$ cat src/rtl/kv_line_fill_responder.sv
`default_nettype none
// ============================================================================
// Module      : kv_line_fill_responder
// Description : Memory-side responder for cache line fills and write-backs.
//               A fill request reads LINE_SIZE words from a synchronous
//               single-port word RAM and returns the whole line with a
//               valid/ready handshake. A write-back writes a full line into
//               the same RAM word by word. Write-back wins over a fill
//               presented in the same cycle.
// Ports       : i_clk, i_rst (sync, active-high)
//               i_fetch_addr/i_fetch_valid/o_fetch_ready : fill request
//               o_fetch_data/o_fetch_valid/i_fetch_ready : returned line
//               i_wb_addr/i_wb_data/i_wb_valid/o_wb_ready: write-back line
//               o_mem_en/o_mem_we/o_mem_addr/o_mem_wdata/i_mem_rdata : RAM
// Options     : KV_FILL_CRITICAL_WORD_FIRST_EN - fill beats start at the
//               requested offset and wrap; words still land at their
//               natural index in o_fetch_data.
// Revision    : 1.0 - initial release
// ============================================================================
module kv_line_fill_responder #(
    parameter int DATA_WIDTH     = 32,
    parameter int ADDR_WIDTH     = 32,
    parameter int LINE_SIZE      = 4,
    parameter int MEM_ADDR_WIDTH = 10
) (
    input  logic                                 i_clk,
    input  logic                                 i_rst,
    input  logic [ADDR_WIDTH-1:0]                i_fetch_addr,
    input  logic                                 i_fetch_valid,
    output logic                                 o_fetch_ready,
    output logic [LINE_SIZE-1:0][DATA_WIDTH-1:0] o_fetch_data,
    output logic                                 o_fetch_valid,
    input  logic                                 i_fetch_ready,
    input  logic [ADDR_WIDTH-1:0]                i_wb_addr,
    input  logic [DATA_WIDTH*LINE_SIZE-1:0]      i_wb_data,
    input  logic                                 i_wb_valid,
    output logic                                 o_wb_ready,
    output logic                                 o_mem_en,
    output logic                                 o_mem_we,
    output logic [MEM_ADDR_WIDTH-1:0]            o_mem_addr,
    output logic [DATA_WIDTH-1:0]                o_mem_wdata,
    input  logic [DATA_WIDTH-1:0]                i_mem_rdata
);

    localparam int c_off_w  = $clog2(LINE_SIZE);
    localparam int c_cnt_w  = c_off_w + 1;
    localparam int c_base_w = MEM_ADDR_WIDTH - c_off_w;
    localparam logic [c_cnt_w-1:0] c_beats = c_cnt_w'(LINE_SIZE);
    localparam logic [c_cnt_w-1:0] c_last  = c_cnt_w'(LINE_SIZE - 1);

    typedef enum logic [1:0] {
        S_IDLE  = 2'd0,
        S_READ  = 2'd1,
        S_RESP  = 2'd2,
        S_WRITE = 2'd3
    } state_t;

    state_t                               r_state;
    state_t                               w_state_nxt;
    logic [c_cnt_w-1:0]                   r_cnt;
    logic [c_cnt_w-1:0]                   w_cnt_nxt;
    logic [c_base_w-1:0]                  r_base;
    logic [LINE_SIZE-1:0][DATA_WIDTH-1:0] r_wb_line;
    logic                                 w_accept_fetch;
    logic                                 w_accept_wb;
    logic [c_off_w-1:0]                   w_rd_off;
    logic [c_off_w-1:0]                   w_rd_beat;
    logic [c_off_w-1:0]                   w_cap_idx;
    logic [c_off_w-1:0]                   w_wr_beat;

    // Address bits above the RAM range (and, without critical-word-first,
    // the offset bits) are intentionally ignored.
    logic w_unused_addr;
    assign w_unused_addr = ^{i_fetch_addr, i_wb_addr};

`ifdef KV_FILL_CRITICAL_WORD_FIRST_EN
    logic [c_off_w-1:0] r_off;

    always_ff @(posedge i_clk) begin
        if (i_rst) begin
            r_off <= '0;
        end else if (w_accept_fetch) begin
            r_off <= i_fetch_addr[c_off_w-1:0];
        end
    end

    assign w_rd_off = r_off;
`else
    assign w_rd_off = '0;
`endif

    // Beat k of a fill targets word (k + offset) mod LINE_SIZE; its data
    // returns one cycle later, when the counter has already moved to k+1.
    assign w_rd_beat = r_cnt[c_off_w-1:0] + w_rd_off;
    assign w_cap_idx = r_cnt[c_off_w-1:0] - c_off_w'(1) + w_rd_off;
    assign w_wr_beat = r_cnt[c_off_w-1:0];

    always_ff @(posedge i_clk) begin
        if (i_rst) begin
            r_state <= S_IDLE;
            r_cnt   <= '0;
        end else begin
            r_state <= w_state_nxt;
            r_cnt   <= w_cnt_nxt;
        end
    end

    always_comb begin
        w_state_nxt    = r_state;
        w_cnt_nxt      = r_cnt;
        w_accept_fetch = 1'b0;
        w_accept_wb    = 1'b0;
        o_fetch_ready  = 1'b0;
        o_wb_ready     = 1'b0;
        o_fetch_valid  = 1'b0;
        o_mem_en       = 1'b0;
        o_mem_we       = 1'b0;
        o_mem_addr     = '0;
        o_mem_wdata    = '0;
        case (r_state)
            S_IDLE: begin
                o_wb_ready    = 1'b1;
                o_fetch_ready = ~i_wb_valid;
                w_cnt_nxt     = '0;
                if (i_wb_valid) begin
                    w_accept_wb = 1'b1;
                    w_state_nxt = S_WRITE;
                end else if (i_fetch_valid) begin
                    w_accept_fetch = 1'b1;
                    w_state_nxt    = S_READ;
                end
            end
            S_READ: begin
                // LINE_SIZE issue cycles plus one trailing cycle to catch
                // the last read word.
                if (r_cnt != c_beats) begin
                    o_mem_en   = 1'b1;
                    o_mem_addr = {r_base, w_rd_beat};
                end
                if (r_cnt == c_beats) begin
                    w_cnt_nxt   = '0;
                    w_state_nxt = S_RESP;
                end else begin
                    w_cnt_nxt = r_cnt + c_cnt_w'(1);
                end
            end
            S_RESP: begin
                o_fetch_valid = 1'b1;
                if (i_fetch_ready) begin
                    w_state_nxt = S_IDLE;
                end
            end
            S_WRITE: begin
                o_mem_en    = 1'b1;
                o_mem_we    = 1'b1;
                o_mem_addr  = {r_base, w_wr_beat};
                o_mem_wdata = r_wb_line[w_wr_beat];
                if (r_cnt == c_last) begin
                    w_cnt_nxt   = '0;
                    w_state_nxt = S_IDLE;
                end else begin
                    w_cnt_nxt = r_cnt + c_cnt_w'(1);
                end
            end
            default: begin
                w_state_nxt = S_IDLE;
            end
        endcase
    end

    always_ff @(posedge i_clk) begin
        if (i_rst) begin
            r_base    <= '0;
            r_wb_line <= '0;
        end else if (w_accept_wb) begin
            r_base    <= i_wb_addr[MEM_ADDR_WIDTH-1:c_off_w];
            r_wb_line <= i_wb_data;
        end else if (w_accept_fetch) begin
            r_base <= i_fetch_addr[MEM_ADDR_WIDTH-1:c_off_w];
        end
    end

    always_ff @(posedge i_clk) begin
        if (i_rst) begin
            o_fetch_data <= '0;
        end else if (r_state == S_READ && r_cnt != '0) begin
            o_fetch_data[w_cap_idx] <= i_mem_rdata;
        end
    end

endmodule
`default_nettype wire

$ cat config.mk
export PLATFORM = sky130hd
export DESIGN_NAME = kv_line_fill_responder
export DESIGN_NICKNAME = d
export VERILOG_FILES = /design/src/rtl/kv_line_fill_responder.sv
export SDC_FILE = /design/constraint.sdc
export NUM_CORES = 1
export LEC_CHECK = 0
export CAP_MARGIN = 40
export CELL_PAD_IN_SITES_DETAIL_PLACEMENT = 1
export CELL_PAD_IN_SITES_GLOBAL_PLACEMENT = 1
export CORE_ASPECT_RATIO = 0.6
export CORE_MARGIN = 2
export CORE_UTILIZATION = 30
export CTS_CLUSTER_SIZE = 40
export DETAILED_ROUTE_END_ITERATION = 7
export GPL_TIMING_DRIVEN = 0
export PLACE_DENSITY = 0.74
export SETUP_SLACK_MARGIN = 0.05
export SKIP_CTS_REPAIR_TIMING = 1
export SYNTH_ARGS = -nofsm -noshare
export SYNTH_HDL_FRONTEND = slang
export SYNTH_SLANG_ARGS = --single-unit
$ cat constraint.sdc
create_clock -name i_clk -period 2.4 [get_ports i_clk]
set_clock_uncertainty 0.1 [all_clocks]
set_input_delay 0.72 -clock i_clk [delete_from_list [all_inputs] [get_ports i_clk]]
set_output_delay 0.72 -clock i_clk [all_outputs]
set_load 0.1 [all_outputs]
# == Word-level counts from Yosys, hierarchy flattened ==
# Cells that the tools add are included.
# W data, S select, Z words.
# word_totals
ff_bits,269
input_bits,229
output_inout_bits,175
elab_cells,64
# classes
add_sub_neg,2
n_lt_le_gt_ge,3
eq_ne,10
n_mux,30
bitwise_logic,1
n_reduce_logical,7
# ops
op,count
$bwmux W128,1
$mux W32,3
$bmux W32 S2,1
$demux W32 S2,1
$pmux W10 S2,1
$mux W8,2
$mux W1,10
$mux W10,1
$mux W2,5
$pmux W3 S3,1
$pmux W2 S4,1
$lt A2 B3 Y1 const B,2
$mux W3,2
$ne A2 B2 Y1 const B,3
$ne A3 B3 Y1 const B,2
$reduce_bool A3 Y1,2
$eq A2 B2 Y1 const B,2
$reduce_and A4 Y1,1
$add A3 B1 Y3 const B,1
$eq A3 B2 Y1 const B,1
$eq A3 B3 Y1 const B,1
$eq A2 B1 Y1 const B,1
$ge A2 B1 Y1 const B,1
$logic_and A1 B1 Y1,2
other kinds (5),5

# == Longest topological paths before layout ==
# depth
ltp_word,6
mapped_depth,9
mapped_depth_nobuf,6

# == Worst setup path before layout ==
# OpenSTA, ideal clock, no wires.
# synth_path
path_kind,register -> output
start,reg r_cnt[0]
end,out o_mem_addr[0]
arrival_time_ps,3158
t_required_ps,1580
slack_ps,-1578
path_stages_with_launch,9
n_path_buf,3
path_cell_list,dfxtp_1 > buf_2 > buf_2 > inv_1 > ha_1 > nand2_1 > o21a_1 > clkbuf_1 > and2_1
# synth_between
elab_chain_cells,3
# synth_rtl
element,line,source
"start, declared",60,logic [c_cnt_w-1:0] r_cnt;
"start signal, assigned",104,r_cnt <= w_cnt_nxt;
$ne A3 B3 Y1,136,if (r_cnt != c_beats) begin
$mux W10,136,
$pmux W10 S2 *,120,case (r_state)
"end, declared",40,"output logic [MEM_ADDR_WIDTH-1:0] o_mem_addr,"
# Every way passes the cells marked *; elsewhere a longest branch is shown, timed or not.

# == Worst setup path after layout ==
# layout_path
start,reg r_cnt[1]
end,out o_mem_addr[4]
# layout_between
elab_chain_cells,3
# layout_rtl
element,line
$ne A3 B3 Y1,136
$mux W10,136
$pmux W10 S2,120
# No other way between the ends.

==> metrics.txt <==
clock share of power 0.380; crit start category flip-flop; clock buffer depth 3; most frequent CP cell buf_12; worst path bufs/invs 5; port bufs 352; CP endpoint kind primary output; post-DR vias/cell 4.94; switching share of power 0.287; crit path time final 3.00 ns; Slew @ Worst Pin 0.806 ns; Clock Latency Late Sink 0.55 ns; clock tree sinks 269; DRC 0; violations in the final reports negative setup slack; total gr overflow 0; die area 39,400 µm²; Finished Layout Cells 2,177; starting density of the core 0.303; gpl congestion 0.829; syn nets 1,460; register area share after synthesis 0.475; Final Cycle Share 1.25; # IOs 404; initial DRC count 525; first-pass GRT wire length 78,600 µm; Max-Cap Viols 0; cell chain of the critical path buf_12 > buf_12 > clkinv_8 > ha_4 > nand2_4 > o21a_4 > clkbuf_16 > and2_4 > buf_12; most frequent cell after synthesis nand2_1; Worst EP required 1.58 ns; H-tree depth 1; slew margin rel. 0.463; GRT Resource Usage Total 0.265; Area contributors post-synth dfxtp_1 (48%), nand2_1 (11%), mux2i_1 (8.7%); TritonCTS Buffers 28; Rows 55; WL/cell 24.4 µm; setup ws final -0.597 ns; Die X 255 µm; area of the multi-input gates 5600 µm²; Crit Path Class flip-flop to primary output; YS warnings 0; P_sw 3390 µW; Fillers 3,934; worst hold path type flip-flop to flip-flop; #FFs+latches synth 269; vias in the first global route 12,580; status finished with violations; Synth Instances 1,224; PD cells 606 nW/µm²; initial antenna violation count 14; final setup vio count 44; Avg Cell Area, Syn 9.26 µm²; Slew Viols, Final 0; share of cells above drive strength 1 0.250; total wire length 53,100 µm; Die Y 155 µm; async set-reset flop share out of synthesis 0; Hold Fails Final Rpt 0; Worst VDD drop 0.000459 V; setup repair after global routing missed its margin true; Placed Cells 2,265; Largest delay share family, worst path buffers and inverters; Mapped Area 11,300 µm²; Final ANT Viol Nets 0; post-synth cell types 35; Combinational Power Share 0.210; DP HPWL 41,500 µm; Final Util 0.521; Post-synth top flop dfxtp_1; sequential cell area 5410 µm²; area fraction of the dominant cell type after synthesis 0.475; crit-path max FO 5; CORE AREA 37,400 µm²; most frequent cells after synthesis nand2_1 (324), dfxtp_1 (269), a21oi_1 (163); via count 10,750; synthesis-to-finish area growth 72.1%; Layout Nets 1,870; number of synthesized flops with an enable pin 0; Lkg Pwr 0.00752 µW; CTS clk-pin slew, worst paths 0.06 ns; pin count of the biggest net entering global routing 14; Max Fclk 334 MHz; CP arrival 2.18 ns; critical path's largest stage delay 0.36 ns; clk root buf clkbuf_16; Slowest cell on crit path dfxtp_4; first-pass detailed-route iteration total 4; WHS 0.353 ns; sequential share of power 0.409; post-place setup slack -0.835 ns; CTS tree built; P_int 8420 µW; post-synth top area cell dfxtp_1; Pwr Total 11,800 µW
==> per-stage QoR <==
step | TNS [ns] | area, µm²
after global routing | -25.21 | 19500
after floorplan | -4.83 | 11600
final | -22.74 | 19500
after CTS | -73.72 | 20200
after detailed placement | -34.49 | 19300
after global placement | -52.82 | 15800
==> power groups by stage <==
| stage | clock network, µW | logic [µW] | registers, µW |
|---|---|---|---|
| after global routing | 4730 | 2630 | 4860 |
| after CTS | 4540 | 2320 | 4830 |
| after floorplan | 0 | 1290 | 4920 |
| after detailed placement | 0 | 2310 | 4920 |
| after global placement | 0 | 2080 | 4900 |
| final | 4500 | 2480 | 4840 |
==> cell type report <==
type,instances,share of cell area
antenna,14,0.00180
buffer,95,0.0376
clock buffer,38,0.0405
clock inverter,8,0.00610
inverter,21,0.00520
multi-input combinational,839,0.287
sequential,269,0.277
tap,513,0.0329
timing repair buffer,380,0.311
==> worst min-delay path: stages (launching register included) <==
cell     delay [ns]
dfxtp_1        0.30
nand2_1        0.05
a21oi_1        0.05
==> cell families after synthesis <==
family	after synthesis	share of synthesized area
buffers and inverters	116	0.0569
adders and majority gates	7	0.00773
muxes	131	0.151
DFF	269	0.475
AOI/OAI and AO/OA	185	0.0935
and+or+nand+nor	516	0.215
==> worst paths after layout <==
kind                                    to                      start  slack (ns)  depth (start not counted)
max                          o_mem_addr[4]      r_cnt[1]$_SDFFE_PP0P_       -0.60                          9
min              r_wb_line[7]$_SDFFE_PP0P_  r_wb_line[7]$_SDFFE_PP0P_        0.35                          2
max reg2reg  o_fetch_data[75]$_SDFFE_PP0P_      r_cnt[1]$_SDFFE_PP0P_        0.15                          9
min reg2reg      r_wb_line[7]$_SDFFE_PP0P_  r_wb_line[7]$_SDFFE_PP0P_        0.35                          2
==> routing by layer <==
metal / track usage / routed length [µm] / part of all wire / vias up
met5: 0 / 16 / 0.00030 / -
met4: 0.107 / 2140 / 0.040 / 2
met3: 0.0404 / 2630 / 0.049 / 115
met2: 0.473 / 26800 / 0.51 / 376
met1: 0.318 / 21500 / 0.40 / 5382
li1: - / - / - / 4875
==> cells in the final DEF, fill, tap and decap left out, drive strengths merged <==
master / n
a32oi: 1
o21a: 1
dfxtp: 269
clkdlybuf4s50: 177
diode: 14
and2: 10
nand4b: 1
a22oi: 1
nand3: 2
nor3: 1
bufinv: 3
ha: 7
nand2b: 130
a221oi: 8
a21oi: 163
mux2: 1
o2bb2ai: 1
nor3b: 1
and3: 1
mux2i: 98
o21ai: 1
nor2: 10
buf: 260
nor2b: 34
clkinv: 5
or3b: 1
o211ai: 1
nand2: 324
inv: 21
clkbuf: 76
a22o: 7
and4b: 1
a31oi: 1
mux4: 32
==> sequential cells by signal, indices dropped and copies added, names as in the netlist <==
register and flops:
o_fetch_data 128, r_wb_line 128, r_base 8, r_cnt 3
r_state 2
Note: power is estimated with default switching activity, not from simulation.
